[config.mk]
export PLATFORM = sky130hd
export DESIGN_NAME = ps2_mouse_ctrl
export DESIGN_NICKNAME = d
export VERILOG_FILES = /design/src/rtl/ps2_pkg.sv /design/src/rtl/ps2_cursor_clamp.sv /design/src/rtl/ps2_mouse_ctrl.sv
export SDC_FILE = /design/constraint.sdc
export NUM_CORES = 1
export LEC_CHECK = 0
export CORE_MARGIN = 2
export CORE_UTILIZATION = 58
export CTS_BUF_LIST = sky130_fd_sc_hd__clkbuf_2
export DETAILED_ROUTE_END_ITERATION = 12
export PLACE_DENSITY = 0.85
export SLEW_MARGIN = 30
export SYNTH_ARGS = -nofsm -noshare
export SYNTH_HDL_FRONTEND = slang
export SYNTH_SLANG_ARGS = --single-unit
export TNS_END_PERCENT = 50
[constraint.sdc]
create_clock -name clk -period 3 [get_ports clk]
set_clock_uncertainty 0.05 [all_clocks]
set_input_delay 0.9 -clock clk [delete_from_list [all_inputs] [get_ports clk]]
set_output_delay 0.9 -clock clk [all_outputs]
set_load 0.01 [all_outputs]
[src/rtl/ps2_pkg.sv]
// ps2_pkg: shared state encoding, PS/2 mouse command/response bytes and stream header layout
package ps2_pkg;
  typedef enum logic [3:0] {
    SEND_RST, WAIT_ACK1, WAIT_BAT, WAIT_ID, SEND_EN, WAIT_ACK2, B0, B1, B2, FAIL
  } ps2_state_e;
  typedef struct packed {
    logic       y_ovf;
    logic       x_ovf;
    logic       y_sign;
    logic       x_sign;
    logic [2:0] btn;
  } ps2_hdr_t;
  localparam logic [7:0] PS2_CMD_RESET     = 8'hFF;
  localparam logic [7:0] PS2_CMD_STREAM_EN = 8'hF4;
  localparam logic [7:0] PS2_ACK           = 8'hFA;
  localparam logic [7:0] PS2_BAT_OK        = 8'hAA;
  localparam logic [7:0] PS2_MOUSE_ID      = 8'h00;
  function automatic logic [7:0] ps2_expect(input ps2_state_e s);
    return s == WAIT_BAT ? PS2_BAT_OK : s == WAIT_ID ? PS2_MOUSE_ID : PS2_ACK;
  endfunction
endpackage

[src/rtl/ps2_cursor_clamp.sv]
// ps2_cursor_clamp: one cursor axis, adds or subtracts a signed 9-bit delta and clamps to 0..MAXV
module ps2_cursor_clamp #(
  parameter int PW   = 10,
  parameter int MAXV = 639,
  parameter int INIT = 320,
  parameter bit SUB  = 1'b0
) (
  input  logic          clk,
  input  logic          rstn,
  input  logic          en_i,
  input  logic [8:0]    delta_i,
  output logic [PW-1:0] pos_o
);
  logic signed [10:0] cur, dlt, sum;
  logic [PW-1:0] pos_d;
  // widen to 11-bit signed so the sum cannot wrap before clamping
  always_comb begin
    cur = $signed(11'(pos_o));
    dlt = $signed({{2{delta_i[8]}}, delta_i});
    sum = SUB ? cur - dlt : cur + dlt;
    pos_d = !en_i ? pos_o : sum < 0 ? '0 : sum > $signed(11'(MAXV)) ? PW'(MAXV) : sum[PW-1:0];
  end
  // position register, starts at screen centre
  always_ff @(posedge clk or negedge rstn)
    if (!rstn) pos_o <= PW'(INIT);
    else pos_o <= pos_d;
endmodule

[src/rtl/ps2_mouse_ctrl.sv]
// ps2_mouse_ctrl: PS/2 mouse init handshake, packet decode and clamped cursor; PS2_MOUSE_RETRY_EN allows 3 init attempts
module ps2_mouse_ctrl
  import ps2_pkg::*;
#(
  parameter int SCREEN_W     = 640,
  parameter int SCREEN_H     = 480,
  parameter int RESP_TIMEOUT = 60_000_000,
  parameter int PKT_GAP      = 200_000
) (
  input  logic       clk,
  input  logic       rstn,
  input  logic [7:0] rx_data,
  input  logic       rx_valid,
  input  logic       rx_error,
  input  logic       tx_busy,
  input  logic       tx_complete,
  output logic [7:0] tx_data,
  output logic       tx_enable,
  output logic       init_done,
  output logic       init_fail,
  output logic [2:0] buttons,
  output logic [8:0] dx,
  output logic [8:0] dy,
  output logic [9:0] pos_x,
  output logic [8:0] pos_y,
  output logic       pkt_valid
);
  localparam int TMAX = RESP_TIMEOUT > PKT_GAP ? RESP_TIMEOUT : PKT_GAP;
  localparam int CW = $clog2(TMAX + 1);
  ps2_state_e state_q, state_d, fail_st;
  ps2_hdr_t b0_q, b0_d;
  logic [CW-1:0] cnt_q, cnt_d;
  logic [7:0] tx_data_q, tx_data_d, x_q, x_d;
  logic [8:0] dx_q, dx_d, dy_q, dy_d, dx_n, dy_n;
  logic [2:0] btn_q, btn_d;
  logic rx_q, txc_q, seen_q, seen_d, tx_en_q, tx_en_d, pkt_q;
  logic rx_ev, tx_done, snd, tmo, gap, fail, pkt;
  assign rx_ev   = rx_valid & ~rx_q;
  assign snd     = state_q == SEND_RST || state_q == SEND_EN;
  assign tx_done = tx_complete & ~txc_q & seen_q;
  assign tmo     = cnt_q == CW'(RESP_TIMEOUT);
  assign gap     = cnt_q == CW'(PKT_GAP);
`ifdef PS2_MOUSE_RETRY_EN
  logic [1:0] tries_q;
  // failed init attempts so far; the third one is terminal
  always_ff @(posedge clk or negedge rstn)
    if (!rstn) tries_q <= '0;
    else if (fail) tries_q <= tries_q + 2'd1;
  assign fail_st = tries_q == 2'd2 ? FAIL : SEND_RST;
`else
  assign fail_st = FAIL;
`endif
  // state register
  always_ff @(posedge clk or negedge rstn)
    if (!rstn) state_q <= SEND_RST;
    else state_q <= state_d;
  // next state: init handshake, then stream byte tracking; a byte beats a same-cycle timeout
  always_comb begin
    state_d = state_q;
    fail = 1'b0;
    case (state_q)
      SEND_RST: state_d = tx_done ? WAIT_ACK1 : state_q;
      SEND_EN:  state_d = tx_done ? WAIT_ACK2 : state_q;
      WAIT_ACK1, WAIT_BAT, WAIT_ID, WAIT_ACK2: begin
        fail = rx_ev ? (rx_error | (rx_data != ps2_expect(state_q))) : tmo;
        state_d = fail ? fail_st : !rx_ev ? state_q :
                  state_q == WAIT_ACK1 ? WAIT_BAT : state_q == WAIT_BAT ? WAIT_ID :
                  state_q == WAIT_ID ? SEND_EN : B0;
      end
      B0: state_d = rx_ev && !rx_error && rx_data[3] ? B1 : B0;
      B1: state_d = rx_ev ? (rx_error ? B0 : B2) : gap ? B0 : B1;
      B2: state_d = rx_ev || gap ? B0 : B2;
      default: state_d = state_q;
    endcase
  end
  // outputs and datapath next values; counters and busy-seen flag restart on every state change
  always_comb begin
    pkt = state_q == B2 && rx_ev && !rx_error;
    cnt_d = state_d != state_q ? '0 : cnt_q + CW'(cnt_q != CW'(TMAX));
    seen_d = state_d != state_q ? 1'b0 : seen_q | (snd & tx_busy);
    tx_en_d = snd & ~seen_q & ~tx_busy;
    tx_data_d = state_q == SEND_RST ? PS2_CMD_RESET : state_q == SEND_EN ? PS2_CMD_STREAM_EN : tx_data_q;
    b0_d = state_q == B0 && state_d == B1 ? {rx_data[7:4], rx_data[2:0]} : b0_q;
    x_d = state_q == B1 && state_d == B2 ? rx_data : x_q;
    dx_n = b0_q.x_ovf ? '0 : {b0_q.x_sign, x_q};
    dy_n = b0_q.y_ovf ? '0 : {b0_q.y_sign, rx_data};
    dx_d = pkt ? dx_n : dx_q;
    dy_d = pkt ? dy_n : dy_q;
    btn_d = pkt ? b0_q.btn : btn_q;
  end
  // edge detectors, handshake and packet registers
  always_ff @(posedge clk or negedge rstn)
    if (!rstn) begin
      rx_q <= 1'b0;
      txc_q <= 1'b0;
      cnt_q <= '0;
      seen_q <= 1'b0;
      tx_en_q <= 1'b0;
      tx_data_q <= '0;
      b0_q <= '0;
      x_q <= '0;
      dx_q <= '0;
      dy_q <= '0;
      btn_q <= '0;
      pkt_q <= 1'b0;
    end else begin
      rx_q <= rx_valid;
      txc_q <= tx_complete;
      cnt_q <= cnt_d;
      seen_q <= seen_d;
      tx_en_q <= tx_en_d;
      tx_data_q <= tx_data_d;
      b0_q <= b0_d;
      x_q <= x_d;
      dx_q <= dx_d;
      dy_q <= dy_d;
      btn_q <= btn_d;
      pkt_q <= pkt;
    end
  ps2_cursor_clamp #(.PW(10), .MAXV(SCREEN_W - 1), .INIT(SCREEN_W / 2), .SUB(1'b0)) u_x (
    .clk(clk), .rstn(rstn), .en_i(pkt), .delta_i(dx_n), .pos_o(pos_x)
  );
  ps2_cursor_clamp #(.PW(9), .MAXV(SCREEN_H - 1), .INIT(SCREEN_H / 2), .SUB(1'b1)) u_y (
    .clk(clk), .rstn(rstn), .en_i(pkt), .delta_i(dy_n), .pos_o(pos_y)
  );
  assign tx_data   = tx_data_q;
  assign tx_enable = tx_en_q;
  assign init_done = state_q == B0 || state_q == B1 || state_q == B2;
  assign init_fail = state_q == FAIL;
  assign buttons   = btn_q;
  assign dx        = dx_q;
  assign dy        = dy_q;
  assign pkt_valid = pkt_q;
endmodule

Yosys cells after proc, flatten, opt, wreduce, memory -nomap -nowiden:

Index checks and enable logic that the tools add are counted.

* add/sub/neg operators: 3
* $lt $le $gt $ge: 4
* eq/ne operators: 16
* muxes and demuxes: 26
* bitwise operators: 12
* reductions and logical operators: 14

Operator list (number)
* $mux W9: 4
* $mux W8: 4
* $mux W4: 7
* $add A26 B1 Y26: 1
* $eq A26 B18 Y1 const B: 1
* $eq A26 B26 Y1 const B: 1
* $mux W26: 1
* $ne A26 B26 Y1 const B: 1
* $pmux W4 S6: 1
* $lt A11 B1 Y1 const B: 2
* $eq A4 B3 Y1 const B: 5
* $mux W10: 2
* $eq A4 B4 Y1 const B: 3
* $add A11 B9 Y11: 1
* $gt A11 B10 Y1 const B: 1
* $gt A11 B11 Y1 const B: 1
* $sub A10 B9 Y11: 1
* $eq A4 B2 Y1 const B: 2
* $ne A8 B8 Y1: 1
* $and A1 B1 Y1: 6
* $logic_and A1 B1 Y1: 6
* $mux W3: 2
* $eq A4 B1 Y1 const B: 1
* $logic_not A4 Y1: 1
* other kinds (9): 19

* flip-flop bits (word level): 98
* logic and storage cells: 94

Logic depth before layout (Yosys ltp):

* depth in word-level cells: 10
* gate-level depth with buffers: 10
* gate-level depth less buffers: 10

Hierarchy:

A second synthesis with hierarchy kept.

* cell total of the unflattened synthesis: 543
* area, all modules: 5512.8 um2

Modules (own cells, without submodules)
* ps2_mouse_ctrl: instances 1, cells each 344, area each 3636.0 um2, sequential area each 1826.8 um2
* ps2_cursor_clamp at u_x: instances 1, cells each 99, area each 952.2 um2, sequential area each 252.7 um2
* ps2_cursor_clamp at u_y: instances 1, cells each 100, area each 924.6 um2, sequential area each 230.2 um2

Worst setup path before layout:

Ideal clock, no wire load.

* path kind: in2reg
* from: in rx_data[0]
* to: reg u_y.pos_o[5]
* data arrival time: 2983 ps
* slack: -113 ps
* cell stages on the path: 10
* path buffers: 0
* cells stage by stage: nor2b_1 > ha_1 > inv_1 > fa_1 > a211oi_1 > o21ai_0 > a21oi_1 > xor2_1 > nand4_1 > a32o_1

* longest elaborated chain between the ends: 5

RTL lines
* start: declaration: RTL line ps2_mouse_ctrl.sv:12 `input logic [7:0] rx_data,`
* $mux W9 (*): RTL line ps2_mouse_ctrl.sv:86 `dy_n = b0_q.y_ovf ? '0 : {b0_q.y_sign, rx_data};`
* $sub A10 B9 Y11 (*): RTL line ps2_cursor_clamp.sv:20 `sum = SUB ? cur - dlt : cur + dlt;`
* $gt A11 B10 Y1: RTL line ps2_cursor_clamp.sv:21 `pos_d = !en_i ? pos_o : sum < 0 ? '0 : sum > $signed(11'(MAXV)) ? PW'(MAXV) : sum[PW-1:0];`
* $mux W9: RTL line ps2_cursor_clamp.sv:21
* $mux W9 (*): RTL line ps2_cursor_clamp.sv:21
* end signal: assignment: RTL line ps2_cursor_clamp.sv:25 `if (!rstn) pos_o <= PW'(INIT);`
* end signal: assignment: RTL line ps2_cursor_clamp.sv:26 `else pos_o <= pos_d;`
* end: declaration: RTL line ps2_cursor_clamp.sv:12 `output logic [PW-1:0] pos_o`

Mark *: on every way between the ends. The rest lies on a longest branch, timed or not.
A chain may end at the register's enable or synchronous reset.

Worst setup path in the final report:

* from: reg state_q[1]
* to: out init_fail

* longest elaborated chain between the ends: 1

RTL lines
* start: declaration: RTL line ps2_mouse_ctrl.sv:30 `ps2_state_e state_q, state_d, fail_st;`
* start signal: assignment: RTL line ps2_mouse_ctrl.sv:56 `else state_q <= state_d;`
* $eq A4 B4 Y1: RTL line ps2_mouse_ctrl.sv:129 `assign init_fail = state_q == FAIL;`
* end: declaration: RTL line ps2_mouse_ctrl.sv:20 `output logic init_fail,`

No other way between the ends.

==> metrics.md <==
| Metric | Value |
|---|---|
| Status | `finished, final reports clean` |
| Post-synth EDFFs | `0` |
| Die Ht | `101 um` |
| Clock Sinks | `92` |
| Initial antenna violation count | `0` |
| Ports | `66` |
| Net Count, Synth | `591` |
| Min Tclk post-route | `2.94 ns` |
| Setup crit start kind | `flop` |
| Final hold viol count | `0` |
| Crit Path Class | `reg2out` |
| Crit-path max FO | `4` |
| Worst skew pair latency | `0.55 ns` |
| Most common cell after layout, fill and taps aside | `dfrtp_1` |
| Post-Synth XOR/XNOR Area | `0.0640` |
| Proportion of layout cells with a drive suffix above 1 | `0.239` |
| Pwr Total | `0.00440 W` |
| Reg clk slew, reported paths | `0.26 ns` |
| CP Data Required Time | `2.05 ns` |
| Routed WL | `13.8 mm` |
| Gate count of the mapped netlist | `553` |
| NumNets Final | `715` |
| Via count | `4722` |
| Async set-reset flop share out of synthesis | `1.00` |
| Dpl cell area | `6650 um^2` |
| Pwr Density | `636 nW/um^2` |
| Setup violations, final | `0` |
| Top achievable clock speed | `0.341 GHz` |
| Post-CTS Hold Buffers | `0` |
| DR DRC count | `0` |
| Top FF cell, synth | `dfrtp_1` |
| Period Utilization, post-route | `0.978` |
| Comb pwr share | `0.471` |
| Arrival time of the worst setup path | `1.99 ns` |
| Die footprint | `10200 um^2` |
| Seq/Total Area, Yosys | `0.422` |
| Area share of the largest cell type after synthesis | `0.393` |
| # rows | `35` |
| Dpl hpwl | `9.90 mm` |
| Maxcap violations | `0` |
| Worst Hold Class | `in2async` |
| Worst path max stage delay | `0.53 ns` |
| Largest net degree at the start of global routing | `71` |
| Pre-Repair DR Iteration Count | `5` |
| Via density | `5.95` |
| Compound-Gate Fraction of Synth Area | `0.126` |
| Clk pwr share | `0.133` |
| Initial Util | `0.595` |
| Slew at the pin closest to its max-slew limit | `0.654 ns` |
| FF+latch count, synth | `92` |
| DRT iter0 DRCs | `247` |
| Peak supply drop | `0.329 mV` |
| Area grow syn2layout | `26.3%` |
| Slew headroom | `0.558` |
| Synth unique cells | `71` |
| Post-Syn Area | `5480 um^2` |
| # diodes | `0` |
| Largest family of logic cells by synthesized area | `simple AND/OR/NAND/NOR gates` |
| Ys Warns | `0` |
| I/O Buffers | `65` |
| Gr usage total | `0.274` |
| Leak Pwr | `3.09 nW` |
| Sw frac | `0.386` |
| Core box area | `9200 um^2` |
| Top post-synthesis cells by area | `dfrtp_1 (39%), ha_1 (5.0%), mux2_2 (4.7%), xnor2_1 (4.5%), nor3_2 (3.5%)` |
| CTS tree | `yes` |
| Finished Core Util | `0.752` |
| Worst reg2reg setup slack | `0.16 ns` |
| RePlAce Congestion | `0.886` |
| GRT Residual Overflow | `0` |
| RSZ-0062 raised after global routing | `true` |
| DR WL/cell | `17.4 um` |
| Cts bufs inserted | `9` |
| Switching pwr | `0.00170 W` |
| Simple-gate area share of the yosys netlist | `0.232` |
| Cell taking the most area after synthesis | `dfrtp_1` |
| Maximum buffer depth of the clock tree | `2` |
| Mux cell area share after synthesis | `0.0510` |
| Most frequent cells in the layout | `dfrtp_1 (85), buf_4 (73), clkdlybuf4s50_1 (62), nand2_1 (47), nor2_1 (32)` |
| Critical path cell sequence | `nor3b_4, and2_1, clkdlybuf4s50_1` |
| Max Slew Vio Count | `0` |
| Sequential power share | `0.396` |
| Htree depth | `3` |
| Int Pwr | `0.00270 W` |
| Die width | `101 um` |
| Number of global-route vias before repair | `4656` |
| Final ANT Viol Nets | `0` |
| Crit-path slowest cell | `clkdlybuf4s50_1` |
| Clk root buf | `clkbuf_2` |
| Crit. End Element | `output pin` |
| Syn Area/Cell | `9.90 um^2` |
| Final instance area | `6910 um^2` |
| Adder-Cell Fraction of Synth Area | `0.0576` |
| First-pass GRT wire length | `22.5 mm` |
-- cells by family after synthesis --
group | count (synthesis)
mux | 25
flops | 92
simple gates | 220
fa+ha+maj | 24
compound gates | 103
buf+inv | 49
xor+xnor | 40
-- registers in the layout, summed over array words and instances (netlist names) --
signal	cells
cnt_q	26
u_x.pos_o	10
dx	9
dy	9
u_y.pos_o	9
x_q	8
b0_q	7
state_q	4
buttons	3
tx_data	2
pkt_valid	1
rx_q	1
seen_q	1
tx_enable	1
txc_q	1
-- Yosys cell counts (all sizes together), types with 6 or more instances --
library cell	count
nand3	17
nor2	32
nand2b	15
xnor2	28
mux2	23
o21ai	23
nor3	39
buf	16
nor2b	13
o31ai	7
inv	19
a311oi	7
dfstp	6
a31oi	6
clkbuf	13
dfrtp	86
nand4	10
nand2	48
nor4	11
ha	22
a21oi	24
xor2	12
-- area by class of cell --
cell class,instances,area [um^2]
Multi-Input combinational cell,412,3010
Timing Repair Buffer,142,1280
Clock buffer,10,50.0
Sequential cell,92,2310
Tap cell,111,139
Fill cell,648,2280
Clock inverter,6,48.8
Inverter,20,75.1
-- critical path, delay by kind of cell, from the launching register on --
family                 cells  cell delay (ns)
flip-flops                 1             0.48
buffers and inverters      1             0.53
AND/OR/NAND/NOR            2             0.44
-- repair_timing --
item / CTS / global route
cloned: 0 / 0
pin swaps: 6 / 8
resized for setup: 10 / 12
buffers inserted: 4 / 5
setup endpoints to repair: 11 / 18
-- per-layer routing --
| metal | part of all wire | track usage | up-vias |
|---|---|---|---|
| li1 | - | - | 2241 |
| met1 | 0.42 | 0.362 | 2291 |
| met2 | 0.51 | 0.480 | 163 |
| met3 | 0.053 | 0.0304 | 27 |
| met4 | 0.019 | 0.0790 | 0 |
| met5 | 0 | 0 | - |
-- stage by stage --
stage	TNS [ns]	setup WS, ns	instances	hold slack (ns)
floorplan	0	0.0201	553	0.382
global placement	-14.57	-0.652	768	0.394
detailed placement	-17.82	-0.792	768	0.402
CTS	0	0.0123	788	0.133
global route	-0.0659	-0.0418	793	0.118
finish	0	0.0646	793	0.148
-- path summary, 6_finish.rpt --
path	from	to	cells past startpoint
worst max-delay path	state_q[1]$_DFF_PN0_	init_fail	3
worst min-delay path	rstn	u_y.pos_o[2]$_DFFE_PN0P_	1
worst max register to register	b0_q[5]$_DFFE_PN0P_	u_x.pos_o[2]$_DFFE_PN0P_	11
worst min register to register	seen_q$_DFF_PN0_	tx_enable$_DFF_PN0_	1
max in group asynchronous	rstn	b0_q[5]$_DFFE_PN0P_	2
min in group clk	seen_q$_DFF_PN0_	tx_enable$_DFF_PN0_	1
-- power groups by stage --
stage                     clock, W  sequential [W]  combinational, W
after floorplan                  0         0.00176           0.00105
after global placement           0         0.00174           0.00189
after detailed placement         0         0.00175           0.00195
after CTS                 0.000593         0.00174           0.00199
after global routing      0.000641         0.00177           0.00226
final                     0.000584         0.00174           0.00207
Note: power is estimated with default switching activity, not from simulation.
==> edit (same flow settings) <==
Take the reset off `dx_q` and load it in a clocked block of its own.
--- a/src/rtl/ps2_mouse_ctrl.sv
+++ b/src/rtl/ps2_mouse_ctrl.sv
@@ -99,7 +99,6 @@
       tx_data_q <= '0;
       b0_q <= '0;
       x_q <= '0;
-      dx_q <= '0;
       dy_q <= '0;
       btn_q <= '0;
       pkt_q <= 1'b0;
@@ -112,11 +111,14 @@
       tx_data_q <= tx_data_d;
       b0_q <= b0_d;
       x_q <= x_d;
-      dx_q <= dx_d;
       dy_q <= dy_d;
       btn_q <= btn_d;
       pkt_q <= pkt;
     end
+
+  always_ff @(posedge clk) begin
+    dx_q <= dx_d;
+  end
   ps2_cursor_clamp #(.PW(10), .MAXV(SCREEN_W - 1), .INIT(SCREEN_W / 2), .SUB(1'b0)) u_x (
     .clk(clk), .rstn(rstn), .en_i(pkt), .delta_i(dx_n), .pos_o(pos_x)
   );
Check against the original RTL: no difference found for any inputs over 10 cycles, from zero or initial values and one cycle with rstn low; that may be too few to reach the edited logic, so the function may still have changed.
==> edit against the original RTL <==
- maximum frequency fell by 1.3%
- critical endpoint is now u_y.pos_o[1]
- routed wire length up 3.0%
- critical path depth up 8
- count of clock-buffer cells in the layout unchanged
- highest routed layer unchanged
- largest cell class unchanged
- design area grew 0.81%
- setup slack worse by 38 ps
- sequential cell count stayed put
- synthesized cell count decreased by 3.1%
- area after synthesis down 4.4%
- sequential share of layout area rose by 0.43 points
Power is not compared: it rests on default switching activity, and its combinational part moved more than twofold at a synthesized area within 25%.
==> edit: results (changes against the original RTL) <==
Setup WS pre-CTS=-792 ps (+0.0720 ps); Fill cells=533 (-18%); CP max FO=7 (+3); Post-synth EDFFs=9 (+9); largest net degree at the start of global routing=62 (-13%); Placed Cells=747 (-2.7%); Post-Place Cell Area=6430 sq um (-3.3%); Fin Hold WS=80.3 ps (-68.0 ps); commonest cells in the netlist=dfrtp_1, nor2_1, nand2_1; Reg2Reg Launch Point=b0_q[6]; ys async rst share=90.2% (-9.8 points); status=complete, no violations; DRT iter0 DRCs=240 (-2.8%); number of global-route vias before repair=4586 (-1.5%); Slew @ Worst Pin=501 ps (-153 ps); post-synthesis cell type count=61 (-14%); vias per cell=6.02 (+1.1%); Detailed Place HPWL=9610 um (-2.9%); Vias=4691 (-0.66%); CP endpoint=u_y.pos_o[1]; GPL Wtd Cong=0.955 (+7.8%); first-pass GRT wire length=21700 um (-3.4%); CP max stage cell=dfrtp_2; syn_nets=574 (-2.9%); worst-skew pair later-pin latency=610 ps (+60 ps); Setup Buffers After CTS=3 (-1); Mean Syn Cell Area=9.77 sq um (-1.3%)
-- edit: layer usage --
layer	track usage [%]	vias up
met5	0	-
met4	8.75	0
met3	3.55	34
met2	48.3	153
met1	35.9	2305
li1	-	2199
-- edit: cells by family (layout without fill, tap and decap cells) --
| group | Yosys count | after routing | share of synthesized area, % |
|---|---|---|---|
| buffers and inverters | 37 | 168 | 3.51 |
| and+or+nand+nor | 220 | 221 | 21.4 |
| muxes | 22 | 22 | 4.59 |
| xor gates and xnor gates | 33 | 33 | 5.52 |
| adders and majority gates | 24 | 24 | 6.02 |
| DFF | 92 | 92 | 45.0 |
| AOI/OAI and AO/OA | 108 | 111 | 14.0 |
-- edit: cell type report --
cell class	instances	area, sq um	share of cell area, %
clock inverter	6	111	1.60
inverter	18	67.6	0.969
timing repair buffer	134	1190	17.0
tap	108	135	1.94
multi-input combinational	411	3060	43.9
clock buffer	10	50.0	0.718
sequential	92	2360	33.9
